**src/rtl/ps2_host_tx_if.sv**
```systemverilog
// Command/status handshake between the IO controller and the PS/2 host transmitter.
interface ps2_host_tx_if;
   logic [7:0] Tx_Byte;
   logic       Tx_Start;
   logic       Tx_Busy;
   logic       Tx_Done;
   logic       Tx_Error;

   modport master (output Tx_Byte, Tx_Start, input Tx_Busy, Tx_Done, Tx_Error);
   modport slave  (input Tx_Byte, Tx_Start, output Tx_Busy, Tx_Done, Tx_Error);
endinterface

```
**src/rtl/ps2_host_tx.sv**
```systemverilog
// Host-to-device PS/2 transmitter: inhibit, request-to-send, 11-bit frame clocked by
// the device, ACK check, with an overall timeout. Lines are driven via pull-low enables.
module ps2_host_tx #(
   parameter int INHIBIT_CYCLES = 6000,
   parameter int TIMEOUT_CYCLES = 1000000,
   parameter int FILTER_LEN     = 8
) (
   input  logic         Fast_Clock,
   input  logic         Reset_N,
   ps2_host_tx_if.slave tx,
   input  logic         KB_Clk_In,
   input  logic         KB_Data_In,
   output logic         KB_Clk_OE,
   output logic         KB_Data_OE
);
   localparam int IW = $clog2(INHIBIT_CYCLES + 1);
   localparam int TW = $clog2(TIMEOUT_CYCLES + 1);
   localparam int FW = $clog2(FILTER_LEN + 1);

   typedef enum logic [2:0] {
      S_IDLE, S_INHIBIT, S_REQ, S_DATA, S_ACK, S_WAIT_IDLE, S_FAIL
   } state_t;

   // Synchronizers and filter rest at the idle (released, high) bus level.
   logic [1:0]    clk_sync, data_sync;
   logic          clk_filt, clk_filt_d;
   logic [FW-1:0] flt_cnt;
   logic          clk_s, data_s, fall;

   assign clk_s  = clk_sync[1];
   assign data_s = data_sync[1];
   assign fall   = clk_filt_d & ~clk_filt;

   always_ff @(posedge Fast_Clock or negedge Reset_N)
      if (!Reset_N) begin
         clk_sync   <= 2'b11;
         data_sync  <= 2'b11;
         clk_filt   <= 1'b1;
         clk_filt_d <= 1'b1;
         flt_cnt    <= '0;
      end else begin
         clk_sync   <= {clk_sync[0], KB_Clk_In};
         data_sync  <= {data_sync[0], KB_Data_In};
         clk_filt_d <= clk_filt;
         // Filtered clock follows only after FILTER_LEN consecutive differing samples.
         if (clk_s == clk_filt)
            flt_cnt <= '0;
         else if (flt_cnt == FW'(FILTER_LEN - 1)) begin
            clk_filt <= clk_s;
            flt_cnt  <= '0;
         end else
            flt_cnt <= flt_cnt + 1'b1;
      end

   state_t        state, state_n;
   logic [9:0]    shreg, shreg_n;
   logic [3:0]    bit_cnt, bit_cnt_n;
   logic [IW-1:0] inh_cnt, inh_cnt_n;
   logic [TW-1:0] to_cnt, to_cnt_n;
   logic          clk_oe_n, data_oe_n;
   logic          busy, busy_n, done, done_n, error, error_n;
   logic          to_hit;

   assign tx.Tx_Busy  = busy;
   assign tx.Tx_Done  = done;
   assign tx.Tx_Error = error;

   // The counter would reach TIMEOUT_CYCLES-1 on this edge.
   assign to_hit = (to_cnt == TW'(TIMEOUT_CYCLES - 2));

   always_ff @(posedge Fast_Clock or negedge Reset_N)
      if (!Reset_N) begin
         state      <= S_IDLE;
         shreg      <= '0;
         bit_cnt    <= '0;
         inh_cnt    <= '0;
         to_cnt     <= '0;
         KB_Clk_OE  <= 1'b0;
         KB_Data_OE <= 1'b0;
         busy       <= 1'b0;
         done       <= 1'b0;
         error      <= 1'b0;
      end else begin
         state      <= state_n;
         shreg      <= shreg_n;
         bit_cnt    <= bit_cnt_n;
         inh_cnt    <= inh_cnt_n;
         to_cnt     <= to_cnt_n;
         KB_Clk_OE  <= clk_oe_n;
         KB_Data_OE <= data_oe_n;
         busy       <= busy_n;
         done       <= done_n;
         error      <= error_n;
      end

   always_comb begin
      state_n   = state;
      shreg_n   = shreg;
      bit_cnt_n = bit_cnt;
      inh_cnt_n = inh_cnt;
      to_cnt_n  = to_cnt;
      clk_oe_n  = KB_Clk_OE;
      data_oe_n = KB_Data_OE;
      busy_n    = busy;
      done_n    = 1'b0;
      error_n   = 1'b0;
      unique case (state)
         S_IDLE: begin
            clk_oe_n  = 1'b0;
            data_oe_n = 1'b0;
            busy_n    = 1'b0;
            bit_cnt_n = '0;
            inh_cnt_n = '0;
            to_cnt_n  = '0;
            if (tx.Tx_Start) begin
               shreg_n  = {1'b1, ~^tx.Tx_Byte, tx.Tx_Byte};
               busy_n   = 1'b1;
               clk_oe_n = 1'b1;
               state_n  = S_INHIBIT;
            end
         end
         S_INHIBIT: begin
            inh_cnt_n = inh_cnt + 1'b1;
            // Start bit is already on the line during the last clock-low cycle.
            if (inh_cnt == IW'(INHIBIT_CYCLES - 2))
               data_oe_n = 1'b1;
            if (inh_cnt == IW'(INHIBIT_CYCLES - 1)) begin
               clk_oe_n = 1'b0;
               state_n  = S_REQ;
            end
         end
         S_REQ, S_DATA, S_ACK, S_WAIT_IDLE: begin
            to_cnt_n = to_cnt + 1'b1;
            if (to_hit) begin
               clk_oe_n  = 1'b0;
               data_oe_n = 1'b0;
               state_n   = S_FAIL;
            end else if (state == S_REQ || state == S_DATA) begin
               if (fall) begin
                  data_oe_n = ~shreg[0];
                  shreg_n   = {1'b0, shreg[9:1]};
                  bit_cnt_n = (state == S_REQ) ? 4'd1 : bit_cnt + 4'd1;
                  if (state == S_REQ)
                     state_n = S_DATA;
                  else if (bit_cnt == 4'd9)
                     state_n = S_ACK;
               end
            end else if (state == S_ACK) begin
               if (fall)
                  state_n = data_s ? S_FAIL : S_WAIT_IDLE;
            end else if (clk_s && data_s) begin
               done_n  = 1'b1;
               busy_n  = 1'b0;
               state_n = S_IDLE;
            end
         end
         S_FAIL: begin
            clk_oe_n  = 1'b0;
            data_oe_n = 1'b0;
            error_n   = 1'b1;
            busy_n    = 1'b0;
            state_n   = S_IDLE;
         end
         default: state_n = S_IDLE;
      endcase
   end
endmodule
```
**src/flat_wrapper.sv**
```systemverilog
// flat-port wrapper written by rule: the top's interface ports become plain ports
module ps2_host_tx_flat 
#(
   parameter int INHIBIT_CYCLES = 6000,
   parameter int TIMEOUT_CYCLES = 1000000,
   parameter int FILTER_LEN     = 8
)
  (Fast_Clock, Reset_N, KB_Clk_In, KB_Data_In, KB_Clk_OE, KB_Data_OE, tx_Tx_Byte, tx_Tx_Start, tx_Tx_Busy, tx_Tx_Done, tx_Tx_Error);
  ps2_host_tx_if tx_i ();
  input  logic Fast_Clock;
  input  logic Reset_N;
  input  logic KB_Clk_In;
  input  logic KB_Data_In;
  output logic KB_Clk_OE;
  output logic KB_Data_OE;
  input wire logic [$bits(tx_i.Tx_Byte)-1:0] tx_Tx_Byte;
  input wire logic [$bits(tx_i.Tx_Start)-1:0] tx_Tx_Start;
  output wire logic [$bits(tx_i.Tx_Busy)-1:0] tx_Tx_Busy;
  output wire logic [$bits(tx_i.Tx_Done)-1:0] tx_Tx_Done;
  output wire logic [$bits(tx_i.Tx_Error)-1:0] tx_Tx_Error;
  assign tx_i.Tx_Byte = tx_Tx_Byte;
  assign tx_i.Tx_Start = tx_Tx_Start;
  assign tx_Tx_Busy = tx_i.Tx_Busy;
  assign tx_Tx_Done = tx_i.Tx_Done;
  assign tx_Tx_Error = tx_i.Tx_Error;
  ps2_host_tx #(.INHIBIT_CYCLES(INHIBIT_CYCLES), .TIMEOUT_CYCLES(TIMEOUT_CYCLES), .FILTER_LEN(FILTER_LEN)) u_core (.Fast_Clock(Fast_Clock), .Reset_N(Reset_N), .tx(tx_i), .KB_Clk_In(KB_Clk_In), .KB_Data_In(KB_Data_In), .KB_Clk_OE(KB_Clk_OE), .KB_Data_OE(KB_Data_OE));
endmodule
```
**config.mk**
```make
export PLATFORM = sky130hd
export DESIGN_NAME = ps2_host_tx_flat
export DESIGN_NICKNAME = d
export VERILOG_FILES = /design/src/rtl/ps2_host_tx_if.sv /design/src/rtl/ps2_host_tx.sv /design/src/flat_wrapper.sv
export SDC_FILE = /design/constraint.sdc
export NUM_CORES = 1
export LEC_CHECK = 0
export BUFFER_PORTS_ARGS = -buffer_cell sky130_fd_sc_hd__buf_2
export CAP_MARGIN = 0
export CELL_PAD_IN_SITES_DETAIL_PLACEMENT = 0
export CELL_PAD_IN_SITES_GLOBAL_PLACEMENT = 1
export CORE_MARGIN = 2
export CORE_UTILIZATION = 30
export DETAILED_ROUTE_END_ITERATION = 6
export PLACE_DENSITY_LB_ADDON = 0.1
export RECOVER_POWER = 25
export SYNTH_ARGS = -nofsm -noshare
export SYNTH_HDL_FRONTEND = slang
export SYNTH_SLANG_ARGS = --single-unit
```
**constraint.sdc**
```tcl
create_clock -name Fast_Clock -period 2.28 [get_ports Fast_Clock]
set_input_delay 0.228 -clock Fast_Clock [delete_from_list [all_inputs] [get_ports Fast_Clock]]
set_output_delay 0.228 -clock Fast_Clock [all_outputs]
set_load 0.05 [all_outputs]
```
==> flow_summary.ini <==
[layout]
drive_gt1_share_pct = 16.5
area_growth_pct = 18.5
stdcell_count = 562
n_antenna_cell = 0
nNetsFinal = 434
final_cell_mix = nand2_1, dfrtp_1, o21ai_0
final_common_cell = nand2_1

[logic_synthesis]
ys_warn_count = 0
synthDistinctLibCells = 59
synth_compound_area_share_pct = 15.3
synthSimpleGateAreaFrac_pct = 25.0
synth_top_family_by_area = simple AND/OR/NAND/NOR gates
synth_nets = 398
ys_seq_area_share_pct = 46.6
synth_seq_cells = 65
synth_fa_ha_area_share_pct = 2.50
synth_area_per_cell_sq_um = 9.28
syn_area_sq_um = 3510
synthMuxAreaShare_pct = 4.35
synthArstFlopShare_pct = 100
synth_edf_count = 0
synthXorXnorAreaFrac_pct = 3.46
ys.flop_type = dfrtp_1
syn_inst = 378

[grt]
grt_max_degree = 25
grt_pass1_vias = 2867
antenna_found_initial = 0
grt-ovfl-total = 0
grt_pass1_wl_mm = 14.6
grt_usage_pct = 14.7

[setup_path]
r2r-end = u_core.shreg[6]$_DFFE_PN0P_
reg2reg_depth = 7
cp.arrival_ns = 2.15
r2r_slack_ns = 0.33
cp-end-kind = register
timing.rr.start = u_core.to_cnt[0]$_DFFE_PN0P_
path_max_fanout = 9
worstPathRequired_ns = 2.47
crit_type = register to register
start_kind = register

[flow_run]
cap_violations = 0

[route]
viasPerCell = 5.08
drt-total-wl_mm = 8.40
firstDrtPassIters = 4
first_iter_violations = 124
wire_per_inst_um = 14.9
vias = 2854
drtAntennaViolNets = 0
drcViolationCount = 0

[timing]
period_share_pct = 85.7
skew_ns = 0.00640
drv_slew = 0
setup-violations-final = 0
relSlewSlack_pct = 21.6
tns_ns = 0
hold_violations = 0
holdWs_ns = 0.173
rsz0062_at_grt = no
worst_pin_slew_ns = 1.18
fmax_ghz = 0.512
min_period_ns = 1.95

[place]
dp_hpwl_mm = 5.98
io_buffers = 17
gp_congestion = 0.764
dp_cells = 543

[die]
row_count = 39
die_h_um = 112
io_pins = 18
fp.dieW_um = 112
dieArea_sq_um = 12600
fp.coreArea_sq_um = 11400
initial_core_util_pct = 30.7

[clock_network]
post_cts_resized = 0
cts.clk_slew.worst_paths_ns = 0.05
h-tree-depth = 3
tritoncts = built
clk_path_buf_depth = 2
clockRootBuffer = clkbuf_16
cts_made_buffers = 9
cts_num_sinks = 65
cts_setup_buffers = 0
holdBufCountCts = 3
insertion_delay_ns = 0.33

[hold_path]
hold_path_end = u_core.shreg[3]$_DFFE_PN0P_
min_path_type = input port to register
min_path_cells = 3
min_from = tx_Tx_Byte[3]

[status]
status = finished, final reports clean

[power]
p_leak_nw = 1.88
ir_drop_mv = 0.426
p_per_area_nw_per_um2 = 665
[cells in the mapped netlist (8+ instances only)]
cell type	instances	area, sq um
a21oi_1	18	90.1
mux2i_1	13	130
nor2_1	27	101
inv_1	8	30.0
dfrtp_1	59	1480
nand3_1	22	110
and3_1	9	56.3
nand2_1	61	229
xnor2_1	10	87.6
a31oi_1	11	68.8
nor3_1	17	85.1
o21ai_0	30	150
[cell type report]
cell class                      instances  area [sq um]
Clock buffer                           13           250
Clock inverter                          3          40.0
Fill cell                            1202          7260
Inverter                                8          30.0
Multi-Input combinational cell        291          1780
Sequential cell                        65          1630
Tap cell                              143           179
Timing Repair Buffer                   39           249
[sequential cells by signal, summed over array words and instances (netlist names), 2 cells and up]
register,flops
u_core.bit_cnt,4
u_core.clk_sync,2
u_core.data_sync,2
u_core.flt_cnt,4
u_core.inh_cnt,13
u_core.shreg,10
u_core.state,3
u_core.to_cnt,20
[where the power goes]
group / total (mW) / switching (mW) / internal [mW] / leakage [nW]
clock: 1.37 / 0.492 / 0.873 / 0.144
combinational: 0.168 / 0.0901 / 0.0774 / 0.877
sequential: 1.23 / 0.0271 / 1.21 / 0.860
total: 2.77 / 0.610 / 2.16 / 1.88
[how the worst max path moves through the flow]
stage	startpoint	endpoint	cells past startpoint
finish	u_core.to_cnt[0]$_DFFE_PN0P_	u_core.shreg[6]$_DFFE_PN0P_	7
global route	u_core.to_cnt[0]$_DFFE_PN0P_	u_core.shreg[5]$_DFFE_PN0P_	7
CTS	u_core.to_cnt[0]$_DFFE_PN0P_	u_core.shreg[6]$_DFFE_PN0P_	7
detailed placement	u_core.to_cnt[0]$_DFFE_PN0P_	u_core.shreg[8]$_DFFE_PN0P_	7
global placement	u_core.to_cnt[0]$_DFFE_PN0P_	u_core.shreg[0]$_DFFE_PN0P_	7
floorplan	u_core.to_cnt[0]$_DFFE_PN0P_	u_core.state[0]$_DFFE_PN0P_	7
[logic make-up after synthesis]
family | after synthesis
AO/OA/AOI/OAI | 87
XOR/XNOR | 13
adder cells (fa/ha/maj) | 7
buffers and inverters | 22
flip-flops | 65
multiplexers | 15
AND/OR/NAND/NOR | 169
[stage by stage]
step | util (%) | power, mW | worst slack (ns) | cell area [sq um]
floorplan | - | 1.34 | 0.511 | 3510
global placement | 33.7 | 1.42 | 0.335 | 3850
detailed placement | 33.7 | 1.42 | 0.301 | 3850
CTS | 36.5 | 2.82 | 0.314 | 4170
global route | 36.4 | 2.89 | 0.143 | 4160
finish | 36.4 | 2.77 | 0.326 | 4160
[layer usage]
layer | GRT usage (%) | share of wire [%] | vias to the layer above
met1 | 20.9 | 52 | 1369
li1 | - | - | 1431
met3 | 3.29 | 3.2 | 13
met2 | 20.9 | 42 | 41
met5 | 0 | 0 | -
met4 | 7.32 | 2.2 | 0
[worst max-delay path, cell delays in order (launching register included)]
cell and delay [ns]:
dfrtp_1 0.42, inv_1 0.06, ha_1 0.19, nand3b_1 0.14, nor3_4 0.08, a21oi_1 0.42
or2_1 0.37, a31oi_1 0.13
Note: power is estimated with default switching activity, not from simulation.
